$ cat config.mk
export PLATFORM = sky130hd
export DESIGN_NAME = axis_fir_prog
export DESIGN_NICKNAME = d
export VERILOG_FILES = /design/src/rtl/axis_fir_prog.sv
export SDC_FILE = /design/constraint.sdc
export NUM_CORES = 2
export LEC_CHECK = 0
export BUFFER_PORTS_ARGS = -buffer_cell sky130_fd_sc_hd__buf_2
export CAP_MARGIN = 40
export CELL_PAD_IN_SITES_DETAIL_PLACEMENT = 0
export CELL_PAD_IN_SITES_GLOBAL_PLACEMENT = 1
export CORE_ASPECT_RATIO = 2
export CORE_MARGIN = 4
export CORE_UTILIZATION = 50
export CTS_BUF_LIST = sky130_fd_sc_hd__clkbuf_8
export CTS_CLUSTER_SIZE = 25
export DETAILED_ROUTE_END_ITERATION = 10
export PLACE_DENSITY = 0.81
export REMOVE_ABC_BUFFERS = 1
export SKIP_LAST_GASP = 1
export SYNTH_ARGS = -nofsm -noshare
export SYNTH_HDL_FRONTEND = slang
export SYNTH_SLANG_ARGS = --single-unit
$ cat constraint.sdc
create_clock -name clk -period 14 [get_ports clk]
set_clock_uncertainty 0.1 [all_clocks]
set_input_delay 4.2 -clock clk [delete_from_list [all_inputs] [get_ports clk]]
set_output_delay 4.2 -clock clk [all_outputs]
set_load 0.005 [all_outputs]
$ cat src/rtl/axis_fir_prog.sv
// AXI-Stream direct-form FIR with double-banked programmable coefficients, packet-aware history and output skid.
// Optional AXIS_FIR_PROG_SAT_EN: saturate (instead of wrap) when DATA_OUT_WIDTH < ACC_WIDTH.
module axis_fir_prog #(
    parameter int NUM_TAPS       = 8,
    parameter int TAP_WIDTH      = 8,
    parameter int DATA_IN_WIDTH  = 8,
    parameter int ACC_WIDTH      = TAP_WIDTH + DATA_IN_WIDTH + $clog2(NUM_TAPS),
    parameter int DATA_OUT_WIDTH = ACC_WIDTH,
    parameter int ADDR_WIDTH     = (NUM_TAPS > 1) ? $clog2(NUM_TAPS) : 1
) (
    input  logic                             clk,
    input  logic                             rst_n,
    input  logic signed [DATA_IN_WIDTH-1:0]  s_axis_tdata,
    input  logic                             s_axis_tvalid,
    input  logic                             s_axis_tlast,
    output logic                             s_axis_tready,
    output logic signed [DATA_OUT_WIDTH-1:0] m_axis_tdata,
    output logic                             m_axis_tvalid,
    output logic                             m_axis_tlast,
    output logic                             m_axis_tuser,
    input  logic                             m_axis_tready,
    input  logic                             coef_wr_en,
    input  logic [ADDR_WIDTH-1:0]            coef_wr_addr,
    input  logic signed [TAP_WIDTH-1:0]      coef_wr_data,
    input  logic                             coef_swap,
    output logic                             coef_swap_pending
);

    localparam int LEVELS     = $clog2(NUM_TAPS);
    localparam int PAD        = 1 << LEVELS;
    localparam int PROD_WIDTH = TAP_WIDTH + DATA_IN_WIDTH;

    logic signed [TAP_WIDTH-1:0]      shadow_r [NUM_TAPS];
    logic signed [TAP_WIDTH-1:0]      active_r [NUM_TAPS];
    logic                             pending_r;
    logic [NUM_TAPS-1:0]              wr_hit_s;

    logic signed [DATA_IN_WIDTH-1:0]  dl_r [NUM_TAPS];
    logic                             dl_valid_r;
    logic                             dl_last_r;
    logic                             first_r;

    logic signed [ACC_WIDTH-1:0]      sum_r [LEVELS+1][PAD];
    logic [LEVELS:0]                  sum_valid_r;
    logic [LEVELS:0]                  sum_last_r;

    logic signed [ACC_WIDTH-1:0]      acc_s;
    logic signed [DATA_OUT_WIDTH-1:0] narrow_s;
    logic                             ovf_s;

    logic signed [DATA_OUT_WIDTH-1:0] out_data_r;
    logic                             out_valid_r;
    logic                             out_last_r;
    logic                             out_user_r;

    logic signed [DATA_OUT_WIDTH-1:0] skid_data_r;
    logic                             skid_valid_r;
    logic                             skid_last_r;
    logic                             skid_user_r;
    logic                             skid_load_s;
    logic                             skid_next_s;
    logic                             ready_r;

    logic                             adv_s;
    logic                             accept_s;
    logic                             apply_swap_s;

    function automatic logic signed [ACC_WIDTH-1:0] mul_ext(
        input logic signed [TAP_WIDTH-1:0]     c,
        input logic signed [DATA_IN_WIDTH-1:0] x
    );
        logic signed [PROD_WIDTH-1:0] p;
        p = PROD_WIDTH'(c) * PROD_WIDTH'(x);
        return ACC_WIDTH'(p);
    endfunction

    // ready_r mirrors !skid_valid_r but stays low through reset and the first edge after it
    assign adv_s             = ready_r;
    assign accept_s          = s_axis_tvalid && adv_s;
    assign apply_swap_s      = accept_s && first_r && pending_r;
    assign s_axis_tready     = ready_r;
    assign coef_swap_pending = pending_r;

    // Decode which shadow tap a write targets; out-of-range addresses hit nothing
    always_comb begin
        wr_hit_s = '0;
        for (int j = 0; j < NUM_TAPS; j++) begin
            if (coef_wr_en && (coef_wr_addr == ADDR_WIDTH'(j))) begin
                wr_hit_s[j] = 1'b1;
            end else begin
                wr_hit_s[j] = 1'b0;
            end
        end
    end

    // Shadow/active coefficient banks and the pending-swap flag
    always_ff @(posedge clk or negedge rst_n) begin
        if (!rst_n) begin
            for (int j = 0; j < NUM_TAPS; j++) begin
                shadow_r[j] <= '0;
                active_r[j] <= '0;
            end
            shadow_r[0] <= TAP_WIDTH'(1'b1);
            active_r[0] <= TAP_WIDTH'(1'b1);
            pending_r   <= 1'b0;
        end else begin
            for (int j = 0; j < NUM_TAPS; j++) begin
                if (wr_hit_s[j]) begin
                    shadow_r[j] <= coef_wr_data;
                end
                // a write landing on the swap edge is part of the new bank
                if (apply_swap_s) begin
                    active_r[j] <= wr_hit_s[j] ? coef_wr_data : shadow_r[j];
                end
            end
            if (coef_swap) begin
                pending_r <= 1'b1;
            end else if (apply_swap_s) begin
                pending_r <= 1'b0;
            end
        end
    end

    // Delay line: shift on accept, zero the history on the first sample of a packet
    always_ff @(posedge clk or negedge rst_n) begin
        if (!rst_n) begin
            for (int j = 0; j < NUM_TAPS; j++) begin
                dl_r[j] <= '0;
            end
            dl_valid_r <= 1'b0;
            dl_last_r  <= 1'b0;
            first_r    <= 1'b1;
        end else begin
            if (accept_s) begin
                dl_r[0] <= s_axis_tdata;
                for (int j = 1; j < NUM_TAPS; j++) begin
                    dl_r[j] <= first_r ? '0 : dl_r[j-1];
                end
                first_r <= s_axis_tlast;
            end
            if (adv_s) begin
                dl_valid_r <= accept_s;
                dl_last_r  <= accept_s && s_axis_tlast;
            end
        end
    end

    // Product stage (level 0) followed by the registered adder-tree levels
    always_ff @(posedge clk or negedge rst_n) begin
        if (!rst_n) begin
            for (int l = 0; l <= LEVELS; l++) begin
                for (int j = 0; j < PAD; j++) begin
                    sum_r[l][j] <= '0;
                end
            end
            sum_valid_r <= '0;
            sum_last_r  <= '0;
        end else if (adv_s) begin
            for (int j = 0; j < NUM_TAPS; j++) begin
                sum_r[0][j] <= mul_ext(active_r[j], dl_r[j]);
            end
            for (int l = 1; l <= LEVELS; l++) begin
                for (int j = 0; j < (PAD >> l); j++) begin
                    sum_r[l][j] <= sum_r[l-1][2*j] + sum_r[l-1][2*j+1];
                end
            end
            sum_valid_r[0] <= dl_valid_r;
            sum_last_r[0]  <= dl_last_r;
            for (int l = 1; l <= LEVELS; l++) begin
                sum_valid_r[l] <= sum_valid_r[l-1];
                sum_last_r[l]  <= sum_last_r[l-1];
            end
        end else begin
            sum_valid_r <= sum_valid_r;
        end
    end

    assign acc_s = sum_r[LEVELS][0];

    generate
        if (DATA_OUT_WIDTH >= ACC_WIDTH) begin : g_wide
            assign narrow_s = DATA_OUT_WIDTH'(acc_s);
            assign ovf_s    = 1'b0;
        end else begin : g_narrow
            localparam logic [DATA_OUT_WIDTH-1:0] OUT_MAX = {DATA_OUT_WIDTH{1'b1}} >> 1;
            localparam logic [DATA_OUT_WIDTH-1:0] OUT_MIN = ~OUT_MAX;
            logic [ACC_WIDTH-DATA_OUT_WIDTH:0] upper_s;
            assign upper_s = acc_s[ACC_WIDTH-1:DATA_OUT_WIDTH-1];
            // representable only when every dropped bit equals the new sign bit
            assign ovf_s   = !((&upper_s) || !(|upper_s));
`ifdef AXIS_FIR_PROG_SAT_EN
            assign narrow_s = !ovf_s ? acc_s[DATA_OUT_WIDTH-1:0]
                                     : (acc_s[ACC_WIDTH-1] ? OUT_MIN : OUT_MAX);
`else
            assign narrow_s = acc_s[DATA_OUT_WIDTH-1:0];
`endif
        end
    endgenerate

    // Output register, advancing with the rest of the pipeline
    always_ff @(posedge clk or negedge rst_n) begin
        if (!rst_n) begin
            out_data_r  <= '0;
            out_valid_r <= 1'b0;
            out_last_r  <= 1'b0;
            out_user_r  <= 1'b0;
        end else if (adv_s) begin
            out_data_r  <= narrow_s;
            out_valid_r <= sum_valid_r[LEVELS];
            out_last_r  <= sum_last_r[LEVELS];
            out_user_r  <= ovf_s && sum_valid_r[LEVELS];
        end else begin
            out_valid_r <= out_valid_r;
        end
    end

    // Skid next-state: fill when the output stalls, drain once downstream takes it
    always_comb begin
        skid_load_s = out_valid_r && !skid_valid_r && !m_axis_tready;
        if (skid_valid_r) begin
            skid_next_s = !m_axis_tready;
        end else begin
            skid_next_s = skid_load_s;
        end
    end

    // Skid register and the registered input-ready
    always_ff @(posedge clk or negedge rst_n) begin
        if (!rst_n) begin
            skid_data_r  <= '0;
            skid_valid_r <= 1'b0;
            skid_last_r  <= 1'b0;
            skid_user_r  <= 1'b0;
            ready_r      <= 1'b0;
        end else begin
            skid_valid_r <= skid_next_s;
            ready_r      <= !skid_next_s;
            if (skid_load_s) begin
                skid_data_r <= out_data_r;
                skid_last_r <= out_last_r;
                skid_user_r <= out_user_r;
            end
        end
    end

    // Master port presents the skid first, otherwise the output register
    always_comb begin
        if (skid_valid_r) begin
            m_axis_tdata = skid_data_r;
            m_axis_tlast = skid_last_r;
            m_axis_tuser = skid_user_r;
        end else begin
            m_axis_tdata = out_data_r;
            m_axis_tlast = out_last_r;
            m_axis_tuser = out_user_r;
        end
    end

    assign m_axis_tvalid = skid_valid_r || out_valid_r;

endmodule

==> summary.md <==
| Metric | Value |
|---|---|
| Status | finished, final reports clean |
| NetSw | between 5 and 6 mW |
| Crit path arrival time | between 2000 and 2500 ps |
| GRT overflow | 0 |
| Post-route ant nets | 0 |
| CTS hold repair buffers | 0 |
| Post-synthesis async set-or-reset flop share | 1.00 |
| Int Pwr | around 6.7 mW |
| Htree depth | 3 |
| WP buf/inv | 1 |
| Routability cong. | slightly below 0.9 |
| RSZ-0062 raised after global routing | no |
| IO Count | 50 |
| Yosys warns | 0 |
| Flops & latches, synth | 500 |
| Synth area leaders | dfrtp_1, fa_1, ha_1 |
| Layout cells sized above 1 | 0.130 |
| Sum Neg Setup Slack | 0 ps |
| Clock Path Buffers | 3 |
| Final Max Slew Viols | 0 |
| Post-Synthesis Cells | approximately 4.3k |
| Cell row count | roughly 150 |
| Slowest-stage cell, CP | dfrtp_1 |
| Final setup viols | 0 |
| Min-Delay Path Depth | 2 |
| Post-CTS Setup Repair Bufs | 0 |
| Worst path max stage delay | approximately 860 ps |
| Initial core utilization | 0.505 |
| Crit. End Element | primary output |
| Vias per inst | around 5.4 |
| Global-route wire length before repair | around 170000 microns |
| Die X | approximately 220 microns |
| Port Buffers | 48 |
| Syn Std Cell Area | approximately 0.044 sq mm |
| Die height | around 430 microns |
| Antenna violations before repair | 1 |
| Crit path required time | 9700 ps |
| Most common cell in the netlist | inv_1 |
| Clock sink total | 500 |
| Core ar. | around 0.087 sq mm |
| Vias | 29.8k |
| Synth cell count leaders | inv_1, dfrtp_1, fa_1 |
| Sw Ratio | 0.467 |
| Peak supply drop | 0.554 mV |
| Top FF cell, synth | dfrtp_1 |
| R2R depth | 18 |
| Min Tclk post-route | around 6400 ps |
| Final Hold Viols | 0 |
| Most area-hungry cell type in the Yosys netlist | dfrtp_1 |
| Worst path depth | 2 |
| Number of synthesized flops with an enable pin | 0 |
| Seq pwr share | 0.232 |
| Slew HR | 0.361 |
| Worst Path Max Fanout | 22 |
| CP top delay family | flip-flops |
| Area Growth Syn to Fin | 7.24% |
| # nets final | around 5.1k |
| CTS resizes | 0 |
| Worst-margin pin slew | between 900 and 1000 ps |
| Total CTS buffers | between 70 and 80 |
| Total Power | 12.5 mW |
| Drt wl/cell | around 19 microns |
| Routed WL | ~100000 microns |
| Largest net degree at the start of global routing | 181 |
| Drt first pass iters | 6 |
| Sequential area share after synthesis | 0.285 |
| Clk_lat worst skew | between 700 and 800 ps |
| Die area | 0.0928 sq mm |
| WHS | 387 ps |
| Crit path cell chain | mux2_2 > buf_2 |
| Root buffer cell | clkbuf_8 |
| P per Cell Area | 265 mW/mm^2 |
| Worst-path clk slew | 60 ps |
| Fillers | between 7k and 8k |
| Top-area cell type share of the netlist area | 0.284 |
| Synth cell types | 65 |
| Min-delay worst type | reg -> reg |
| Vias in the first global route | 32.9k |
| Max-Cap Viols | 0 |
| Syn Area/Cell | around 10 sq um |
| Critical path class | reg -> out |
| DRC errors left | 0 |
| Post-DP HPWL | ~84000 microns |
| Crit share post-route | 0.457 |
| Clock power frac | 0.104 |
| Worst Setup Start Kind | register |
| Logic gate share of total power | 0.664 |
| Max Freq | ~160 MHz |
| GRT Total Usage | 0.237 |
| CTS tree | yes |
| Static Leakage | 23.0 nW |
| DR iter-0 viols | ~1.2k |
## placed cells by master, fill, tap and decap left out, types with 30 or more instances in the layout
master / instances
inv_1: 718
dfrtp_1: 496
fa_1: 447
mux2_2: 355
ha_1: 348
and2_1: 340
nand2_1: 263
o21ai_0: 166
xnor2_1: 160
nor2_1: 133
a21oi_1: 119
clkbuf_8: 98
nand2b_1: 82
nor2b_1: 67
nor3_1: 67
buf_2: 48
a21o_1: 41
nand3_1: 37
o21a_1: 36
o31ai_1: 30
## metal layers
layer  GRT usage  share of wire  up-vias
met4       0.161          0.083        0
met1       0.217           0.32    15100
met5           0              0        -
li1            -              -    14000
met3      0.0267          0.020      267
met2       0.475           0.58      410
## sequential cells by signal (all words and copies together) (netlist names), 4 cells and up
register and flops:
sum_r 234, active_r 64, dl_r 64, shadow_r 64
acc_s 19, out_data_r 19, skid_data_r 19, sum_last_r 4
sum_valid_r 4
## layout make-up
class | instances | area [sq um] | area share
Timing Repair Buffer | 73 | 546 | 0.0116
Tap cell | 1162 | 1450 | 0.0309
Multi-Input combinational cell | 2980 | 28300 | 0.601
Clock inverter | 42 | 273 | 0.00580
Clock buffer | 98 | 1350 | 0.0287
Antenna cell | 1 | 2.50 | 0.0000532
Sequential cell | 500 | 12500 | 0.266
Inverter | 695 | 2610 | 0.0555
## tightest hold or removal path: stages (launching register included)
cell     delay, ps
dfrtp_1        340
nand2_1         60
o31ai_1         50
## worst paths after layout
path | end | startpoint | slack, ps
min in group asynchronous | active_r[51]$_DFFE_PN0P_ | rst_n | 3420
worst min register to register | sum_r[523]$_DFFE_PN0P_ | sum_r[523]$_DFFE_PN0P_ | 390
worst min-delay path | sum_r[523]$_DFFE_PN0P_ | sum_r[523]$_DFFE_PN0P_ | 390
worst max register to register | sum_r[470]$_DFFE_PN0P_ | active_r[7]$_DFFE_PN0P_ | 8860
max in group asynchronous | s_axis_tready$_DFF_PN0_ | rst_n | 8090
worst max-delay path | m_axis_tdata[17] | skid_valid_r$_DFF_PN0_ | 7600
## power groups by stage
stage / sequential [mW] / combinational (mW) / clock (mW)
after detailed placement: 2.94 / 8.41 / 0
after floorplan: 2.52 / 6.43 / 0
final: 2.90 / 8.28 / 1.29
after CTS: 2.91 / 8.47 / 1.34
after global placement: 2.92 / 8.21 / 0
after global routing: 2.97 / 9.55 / 1.40
## through the flow
| stage | instances | util | cell area [sq um] | setup slack, ps |
|---|---|---|---|---|
| global placement | 5404 | 0.521 | 45300 | 7330 |
| floorplan | 4175 | - | 43400 | 2100 |
| finish | 5551 | 0.541 | 47000 | 7600 |
| global route | 5551 | 0.541 | 47000 | 7440 |
| detailed placement | 5410 | 0.522 | 45400 | 7280 |
| CTS | 5550 | 0.541 | 47000 | 7490 |
## kinds of logic after synthesis
kind of cell | after synthesis | synth area share
adders and majority gates | 795 | 0.303
DFF | 500 | 0.285
AOI/OAI and AO/OA | 546 | 0.0799
buffers and inverters | 818 | 0.0701
other | 1 | 0.0000855
and+or+nand+nor | 1099 | 0.133
xor gates and xnor gates | 177 | 0.0353
muxes | 362 | 0.0929
(Power assumes the default switching activity.)
